**config.mk**
```make
export PLATFORM = sky130hd
export DESIGN_NAME = coin_dispense_sequencer
export DESIGN_NICKNAME = d
export VERILOG_FILES = /design/src/rtl/coin_dispense_sequencer.sv
export SDC_FILE = /design/constraint.sdc
export NUM_CORES = 1
export LEC_CHECK = 0
export CORE_ASPECT_RATIO = 1.5
export CORE_MARGIN = 8
export CORE_UTILIZATION = 50
export CTS_CLUSTER_DIAMETER = 40
export DETAILED_ROUTE_END_ITERATION = 16
export DONT_BUFFER_PORTS = 1
export MAX_ROUTING_LAYER = met4
export SLEW_MARGIN = 20
export SYNTH_ARGS = -nofsm -noshare
export SYNTH_HDL_FRONTEND = slang
export SYNTH_SLANG_ARGS = --single-unit
```
**constraint.sdc**
```tcl
create_clock -name clk -period 6.45 [get_ports clk]
set_input_delay 0 -clock clk [delete_from_list [all_inputs] [get_ports clk]]
set_output_delay 0 -clock clk [all_outputs]
set_load 0.05 [all_outputs]
```
**src/rtl/coin_dispense_sequencer.sv**
```systemverilog
// ---------------------------------------------------------------------------
// coin_dispense_sequencer
//
// Purpose: drives the quarter/dime/nickel ejector solenoids, one coin at a
// time, from the counts produced by the change calculator. Each coin is a
// PULSE_CYCLES-wide ejector pulse followed by a GAP_CYCLES settle gap. The
// controller side sees a start/busy/done handshake. Quarters go first, then
// dimes, then nickels.
//
// Parameters:
//   PULSE_CYCLES  ejector high time per coin (>=1)
//   GAP_CYCLES    low time after every coin, including the last (>=1)
//   CNT_W         width of each coin-count input
//
// Ports:
//   clk              system clock, rising edge
//   reset_n          synchronous active-low reset
//   start            one-cycle request, counts sampled with it (IDLE only)
//   quarters/dimes/nickels  coin counts to dispense
//   eject_q/d/n      ejector solenoid drives (at most one high)
//   busy             transaction in progress (through the done cycle)
//   done             one-cycle completion pulse
//   coins_remaining  coins not yet fully ejected
//   abort, aborted   only with DISPENSE_ABORT_EN defined: abort request in
//                    PULSE/GAP stops after the current coin; aborted is
//                    raised alongside done for that transaction
//
// Optional feature macro: DISPENSE_ABORT_EN
// ---------------------------------------------------------------------------
module coin_dispense_sequencer #(
    parameter int PULSE_CYCLES = 4,
    parameter int GAP_CYCLES   = 2,
    parameter int CNT_W        = 5
) (
    input  logic             clk,
    input  logic             reset_n,
    input  logic             start,
    input  logic [CNT_W-1:0] quarters,
    input  logic [CNT_W-1:0] dimes,
    input  logic [CNT_W-1:0] nickels,
    output logic             eject_q,
    output logic             eject_d,
    output logic             eject_n,
    output logic             busy,
    output logic             done,
    output logic [CNT_W+1:0] coins_remaining
`ifdef DISPENSE_ABORT_EN
    ,
    input  logic             abort,
    output logic             aborted
`endif
);

    // One timer serves both the pulse and the gap phase.
    localparam int TMAX = (PULSE_CYCLES > GAP_CYCLES) ? PULSE_CYCLES : GAP_CYCLES;
    localparam int TW   = (TMAX > 1) ? $clog2(TMAX) : 1;
    localparam logic [TW-1:0] P_LAST = TW'(PULSE_CYCLES - 1);
    localparam logic [TW-1:0] G_LAST = TW'(GAP_CYCLES - 1);

    typedef enum logic [1:0] {
        IDLE  = 2'd0,
        PULSE = 2'd1,
        GAP   = 2'd2,
        DONE  = 2'd3
    } state_t;

    state_t           r_state, w_state_nxt;
    logic [CNT_W-1:0] r_q, r_d, r_n;
    logic [CNT_W-1:0] w_q_nxt, w_d_nxt, w_n_nxt;
    logic [CNT_W+1:0] r_rem, w_rem_nxt;
    logic [TW-1:0]    r_timer, w_timer_nxt;
    // {q, d, n} ejector drive; during PULSE it also names the coin in flight
    logic [2:0]       r_ej, w_ej_nxt;
    logic             r_busy, w_busy_nxt;
    logic             r_done, w_done_nxt;
    logic [CNT_W+1:0] w_sum;
    logic             w_abort_any;

    assign w_sum = {2'b00, quarters} + {2'b00, dimes} + {2'b00, nickels};

    // Fixed priority: quarter, dime, nickel.
    function automatic logic [2:0] pick(input logic [CNT_W-1:0] q,
                                        input logic [CNT_W-1:0] d,
                                        input logic [CNT_W-1:0] n);
        logic [2:0] sel;
        sel = 3'b000;
        if (q != '0)      sel = 3'b100;
        else if (d != '0) sel = 3'b010;
        else if (n != '0) sel = 3'b001;
        return sel;
    endfunction

    always_ff @(posedge clk) begin
        if (!reset_n) begin
            r_state <= IDLE;
            r_q     <= '0;
            r_d     <= '0;
            r_n     <= '0;
            r_rem   <= '0;
            r_timer <= '0;
            r_ej    <= 3'b000;
            r_busy  <= 1'b0;
            r_done  <= 1'b0;
        end else begin
            r_state <= w_state_nxt;
            r_q     <= w_q_nxt;
            r_d     <= w_d_nxt;
            r_n     <= w_n_nxt;
            r_rem   <= w_rem_nxt;
            r_timer <= w_timer_nxt;
            r_ej    <= w_ej_nxt;
            r_busy  <= w_busy_nxt;
            r_done  <= w_done_nxt;
        end
    end

    always_comb begin
        w_state_nxt = r_state;
        w_q_nxt     = r_q;
        w_d_nxt     = r_d;
        w_n_nxt     = r_n;
        w_rem_nxt   = r_rem;
        w_timer_nxt = r_timer;
        w_ej_nxt    = r_ej;
        w_busy_nxt  = r_busy;
        w_done_nxt  = 1'b0;
        case (r_state)
            IDLE: begin
                w_ej_nxt   = 3'b000;
                w_busy_nxt = 1'b0;
                if (start) begin
                    w_q_nxt     = quarters;
                    w_d_nxt     = dimes;
                    w_n_nxt     = nickels;
                    w_rem_nxt   = w_sum;
                    w_timer_nxt = '0;
                    w_busy_nxt  = 1'b1;
                    if (w_sum != '0) begin
                        w_state_nxt = PULSE;
                        // counters load on this same edge, so select from the inputs
                        w_ej_nxt    = pick(quarters, dimes, nickels);
                    end else begin
                        w_state_nxt = DONE;
                        w_done_nxt  = 1'b1;
                    end
                end
            end
            PULSE: begin
                if (r_timer == P_LAST) begin
                    if (r_ej[2]) w_q_nxt = r_q - 1'b1;
                    if (r_ej[1]) w_d_nxt = r_d - 1'b1;
                    if (r_ej[0]) w_n_nxt = r_n - 1'b1;
                    w_rem_nxt   = r_rem - 1'b1;
                    w_ej_nxt    = 3'b000;
                    w_timer_nxt = '0;
                    w_state_nxt = GAP;
                end else begin
                    w_timer_nxt = r_timer + 1'b1;
                end
            end
            GAP: begin
                w_ej_nxt = 3'b000;
                if (r_timer == G_LAST) begin
                    w_timer_nxt = '0;
                    if (r_rem == '0 || w_abort_any) begin
                        w_state_nxt = DONE;
                        w_done_nxt  = 1'b1;
                    end else begin
                        w_state_nxt = PULSE;
                        w_ej_nxt    = pick(r_q, r_d, r_n);
                    end
                end else begin
                    w_timer_nxt = r_timer + 1'b1;
                end
            end
            DONE: begin
                w_ej_nxt    = 3'b000;
                w_busy_nxt  = 1'b0;
                w_state_nxt = IDLE;
            end
            default: begin
                w_state_nxt = IDLE;
                w_ej_nxt    = 3'b000;
                w_busy_nxt  = 1'b0;
            end
        endcase
    end

`ifdef DISPENSE_ABORT_EN
    logic r_abort_req;
    logic r_aborted;

    // Sticky request; a pulse arriving in the final gap cycle still counts.
    assign w_abort_any = r_abort_req | (abort & (r_state == PULSE || r_state == GAP));

    always_ff @(posedge clk) begin
        if (!reset_n) begin
            r_abort_req <= 1'b0;
            r_aborted   <= 1'b0;
        end else begin
            if (r_state == DONE)
                r_abort_req <= 1'b0;
            else if (w_abort_any)
                r_abort_req <= 1'b1;
            r_aborted <= w_done_nxt & w_abort_any;
        end
    end

    assign aborted = r_aborted;
`else
    assign w_abort_any = 1'b0;
`endif

    assign eject_q         = r_ej[2];
    assign eject_d         = r_ej[1];
    assign eject_n         = r_ej[0];
    assign busy            = r_busy;
    assign done            = r_done;
    assign coins_remaining = r_rem;

endmodule
```
Yosys cells after proc, flatten, opt, wreduce, memory -nomap -nowiden
Cells that the tools add are included.
- bits in registers: 31
- input port bits: 18
- output and inout port bits: 12
- word-level logic and storage cells: 89
- add/sub/neg operators: 7
- eq/ne operators: 11
- muxes and demuxes: 44
- reduce and logical (&&, ||, !) cells: 18
- operators with widths (cell ; number):
    $mux W5 ; 9
    $pmux W5 S2 ; 3
    $reduce_bool A5 Y1 ; 6
    $mux W3 ; 7
    $mux W2 ; 10
    $sub A5 B1 Y5 const B ; 3
    $mux W7 ; 2
    $pmux W7 S2 ; 1
    $ne A2 B2 Y1 const B ; 6
    $pmux W3 S4 ; 1
    $reduce_and A4 Y1 ; 3
    $pmux W2 S4 ; 1
    $add A6 B5 Y7 ; 1
    $logic_not A7 Y1 ; 1
    $mux W1 ; 7
    $reduce_bool A7 Y1 ; 1
    $sub A7 B1 Y7 const B ; 1
    $add A5 B5 Y6 ; 1
    $eq A2 B2 Y1 const B ; 3
    $pmux W2 S3 ; 1
    $reduce_and A3 Y1 ; 2
    $eq A2 B1 Y1 const B ; 2
    $pmux W1 S2 ; 2
    $reduce_bool A2 Y1 ; 2
    other kinds (4) ; 4

Longest topological paths before layout
- depth in word-level cells: 7
- gate-level depth with buffers: 12

Worst setup path before layout
Ideal clock, no wire load.
- path type: input to register
- start: input port quarters[1]
- end: register r_done, in the netlist done
- arrival time: 2.174 ns
- slack: 4.217 ns
- stages: 10
- path buffers: 0
- cell sequence: fa_1 > ha_1 > inv_1 > fa_1 > xnor2_1 > nor3_1 > nand2_1 > or4_1 > o22ai_1 > and2_1
- word-level cells in the longest chain between the ends: 6
- ends and longest elaborated chain (item ; RTL line ; source):
    start, declared ; 38 ; input logic [CNT_W-1:0] quarters,
    $add A5 B5 Y6 ; 79 ; assign w_sum = {2'b00, quarters} + {2'b00, dimes} + {2'b00, nickels};
    $add A6 B5 Y7 ; 79 ;
    $reduce_bool A7 Y1 ; 138 ; if (w_sum != '0) begin
    $mux W1 ; 138 ;
    $mux W1 ; 131 ; if (start) begin
    $pmux W1 S2 ; 127 ; case (r_state)
    end signal, assigned ; 113 ; r_done <= w_done_nxt;
    end, declared ; 75 ; logic r_done, w_done_nxt;
No other way between the ends.
A chain may end at the register's enable or synchronous reset.

Worst setup path after layout
- start: register r_state[1]
- end: register r_q[3]
- word-level cells in the longest chain between the ends: 3
- ends and longest elaborated chain (item ; RTL line ; source):
    start, declared ; 67 ; state_t r_state, w_state_nxt;
    start signal, assigned ; 105 ; r_state <= w_state_nxt;
    $eq A2 B1 Y1 or $logic_not A2 Y1 (tied branches) ; 127 ;
    $ne A2 B2 Y1 (no source line) or $reduce_bool A2 Y1 (tied branches) ; -- ;
    $reduce_and A4 Y1 (no source line) ; -- ;
    end signal, assigned ; 106 ; r_q <= w_q_nxt;
    end, declared ; 68 ; logic [CNT_W-1:0] r_q, r_d, r_n;
Parallel ways exist; a longest one is shown, timed or not.

==> impl_metrics.yaml <==
status:
  run_status: "finished clean"
hold_path:
  hp-start: "start"
  hold-path-endpoint: "done"
  worst_hold_path_type: "in2reg"
  holdPathStages: 3
clocking:
  clk_latency_ps: 280
  post-cts-setup-buffer-count: 0
  clock_pin_slew_worst_setup_and_hold_paths_ps: 60
  cts.sink_count: 31
  ctsRootBufferMaster: "sky130_fd_sc_hd__clkbuf_8"
  cts_max_path_buffers: 2
  cts_tree: "yes"
  htree_num_levels: 2
  cts_buffers: 5
power_and_ir_drop:
  seq_power_share_pct: 33.0
  internal_power_consumption_w: 0.0006423
  p_leak_nw: 0.9530
  switching_share_pct: 50.01
  p_switching_w: 0.0006425
  peak_supply_drop_mv: 0.2879
  comb_power_share_pct: 52.5
  p_clk_share_pct: 14.5
  power.density_nw_per_um2: 532.1
floorplanning:
  start_util_pct: 51.24
  die_x_extent_um: 71.01
  ioPinCount: 30
  placeableCoreArea_um2: 4429
  row_count: 30
  fp.dieArea_um2: 6996
  dieHeight_um: 98.52
timing:
  timing.clock.skew_ps: 5.820
  final-max-slew-violation-count: 0
  hold_viol: 0
  least_margin_pin_slew_ps: 999.1
  max_freq_mhz: 388.2
  worst_slack_ps: 3874
  setup_tns_ps: 0
  final_period_minus_worst_setup_slack_ps: 2576
  grt_setup_unrepaired: "no"
  setup_violations: 0
  slew_limit_headroom_pct: 33.18
  final.period_utilization_pct: 39.93
  holdWs_ps: 16.47
critical_path:
  worst_path_max_delay_cell: "sky130_fd_sc_hd__nor3_1"
  timing.reg2reg.worst_path_depth: 10
  critPathArrivalTime_ps: 2740
  crit_path_end_kind: "flop"
  critical_path.max_fanout: 34
  critical_path.reg2reg.startpoint: "r_state[1]"
  worst_r2r_endpoint: "r_q[3]"
  slowest_delay_ps: 440
  timing.critical_path.from_type: "flop"
  worst-endpoint-required_ps: 6620
  r2r_setup_slack_ps: 3870
  worstSetupPathType: "reg2reg"
  path_cells: "inv_1 -> ha_1 -> buf_4 -> nor2b_1 -> nor3_1 -> buf_4 -> o21ai_2 -> o21ai_0 -> o21ai_0 -> and2_1"
  critical_path.startpoint: "r_state[1]"
grt:
  first_global_vias: 2026
  antenna_found_initial: 0
  overflow: 0
  all_layer_gr_usage_pct: 17.96
  grt_pass1_wl_um: 9873
  grt_start_max_net_pins: 35
finish:
  mostFrequentLayoutCell: "sky130_fd_sc_hd__o21ai_0"
  stdcell_count: 332
  sequential_cell_area_um2: 620.6
  num-fill-cells: 424
  final_cell_mix: "sky130_fd_sc_hd__o21ai_0 (32), sky130_fd_sc_hd__dfxtp_1 (31), sky130_fd_sc_hd__nor2_1 (25)"
  drive_above_1_share_pct: 6.338
  syn_to_final_growth_pct: 6.395
  nets_finish: 328
  multi_input_area_um2: 1509
  antenna_cells: 0
  fin_area_um2: 2415
logic_synthesis:
  number_of_enable_type_register_cells_in_the_synthesized_netlist: 0
  mappedNetlistArea_um2: 2270
  sequential_cell_area_fraction_in_the_yosys_report_pct: 27.34
  synth.ff_latch_count: 31
  ys_dominant_reg_cell: "sky130_fd_sc_hd__dfxtp_1"
  synth_nets: 329
  count_of_distinct_cell_types_in_the_synthesized_netlist: 47
  post_synth_arst_share_pct: 0
  yosys_warnings: 0
  syn-mean-instance-area_um2: 7.964
  post_synthesis_cell_count: 285
drt:
  drt-initial-drc-count: 158
  drt-pass1-iter-count: 4
  drc: 0
  detail_route.vias_per_cell: 6.030
  route.antenna.remaining_nets: 0
  dr_total_vias: 2002
  wl_per_cell_um: 17.27
  route.final.wire_length_um: 5734
place:
  finalWeightedCongestion: 0.8040
  dpl_cell_area_um2: 2302
  hpwl_um: 4300
  place.port_buffers: 0
  dp_cell_count: 324
  pre_cts_slack_ps: 3904
flow_run:
  drv_cap: 0
## power groups by stage
stage                     registers [W]  logic (W)  clock network, W
after floorplan                0.000407   0.000535                 0
after global placement         0.000431   0.000665                 0
after detailed placement       0.000430   0.000666                 0
after CTS                      0.000425   0.000673          0.000192
after global routing           0.000438   0.000776          0.000200
final                          0.000424   0.000674          0.000186
## sequential cells by signal, indices dropped and copies added, names as in the netlist
register,flops
r_d,5
r_timer,2
r_state,2
done,1
r_n,5
coins_remaining,7
r_ej,3
r_q,5
busy,1
## cells in the mapped netlist (2+ instances only)
library cell | instances | area share [%]
sky130_fd_sc_hd__ha_1 | 20 | 11
sky130_fd_sc_hd__o211a_1 | 3 | 1.3
sky130_fd_sc_hd__and3_1 | 2 | 0.55
sky130_fd_sc_hd__nand3_1 | 4 | 0.88
sky130_fd_sc_hd__a31oi_1 | 4 | 1.1
sky130_fd_sc_hd__o31ai_1 | 2 | 0.66
sky130_fd_sc_hd__a211oi_1 | 3 | 0.99
sky130_fd_sc_hd__dfxtp_1 | 31 | 27
sky130_fd_sc_hd__o221a_2 | 4 | 2.0
sky130_fd_sc_hd__o211ai_1 | 3 | 0.99
sky130_fd_sc_hd__a21boi_0 | 2 | 0.66
sky130_fd_sc_hd__a41oi_1 | 2 | 0.77
sky130_fd_sc_hd__o21ai_0 | 32 | 7.1
sky130_fd_sc_hd__nor2_1 | 25 | 4.1
sky130_fd_sc_hd__clkbuf_1 | 10 | 1.7
sky130_fd_sc_hd__nor3_1 | 9 | 2.0
sky130_fd_sc_hd__nor2b_1 | 16 | 4.4
sky130_fd_sc_hd__fa_1 | 6 | 5.3
sky130_fd_sc_hd__o21a_1 | 3 | 0.99
sky130_fd_sc_hd__o22ai_1 | 3 | 0.83
sky130_fd_sc_hd__xnor2_1 | 3 | 1.2
sky130_fd_sc_hd__nand2_1 | 12 | 2.0
sky130_fd_sc_hd__o21ai_2 | 2 | 0.77
sky130_fd_sc_hd__a21oi_1 | 20 | 4.4
sky130_fd_sc_hd__inv_1 | 24 | 4.0
sky130_fd_sc_hd__or4_1 | 4 | 1.3
sky130_fd_sc_hd__mux2i_1 | 4 | 1.8
sky130_fd_sc_hd__a22oi_1 | 3 | 0.99
sky130_fd_sc_hd__and2_1 | 11 | 3.0
## worst max-delay path by stage
stage	end	cells after the start
floorplan	done	10
global placement	r_q[3]	10
detailed placement	r_q[4]	10
CTS	r_q[4]	10
global route	r_q[4]	10
finish	r_q[3]	10
## what timing repair did
action                    CTS  global route
gates resized for setup     0             0
hold endpoints to repair   31             0
hold buffers                1             0
## critical path: cells and delay by family (launching register included)
kind            cells  cell delay [ps]
compound gates      3              440
fa+ha+maj           1              180
buf+inv             3              580
flops               1              400
simple gates        3              850
## per-layer routing
| metal | vias up | GRT usage, % | wire length (um) |
|---|---|---|---|
| met1 | 939 | 19.79 | 2450 |
| met4 | 0 | 6.763 | 108 |
| met2 | 49 | 30.39 | 2821 |
| li1 | 1003 | - | - |
| met5 | - | - | 0 |
| met3 | 11 | 4.268 | 354 |
## area by class of cell
| cell class | instances | area share, % |
|---|---|---|
| Sequential cell | 31 | 25.70 |
| Clock buffer | 6 | 3.005 |
| Inverter | 24 | 3.731 |
| Clock inverter | 1 | 1.244 |
| Timing Repair Buffer | 4 | 1.347 |
| Tap cell | 48 | 2.487 |
| Multi-Input combinational cell | 218 | 62.49 |
## stage by stage
step	util, %	power [W]
after floorplan	-	0.0009417
after global placement	51.98	0.001097
after detailed placement	51.98	0.001096
after CTS	54.52	0.001291
after global routing	54.52	0.001414
final	54.52	0.001285
## logic make-up (layout without fill, tap and decap cells)
kind of cell,after synthesis,in the layout,synth area share [%]
xor gates and xnor gates,3,3,1.158
adders and majority gates,26,26,16.32
buffers and inverters,36,35,6.174
AOI/OAI and AO/OA,94,94,26.41
DFF,31,31,27.34
muxes,4,4,1.764
and+or+nand+nor,91,91,20.84
Power figures use the tool's default switching activity.
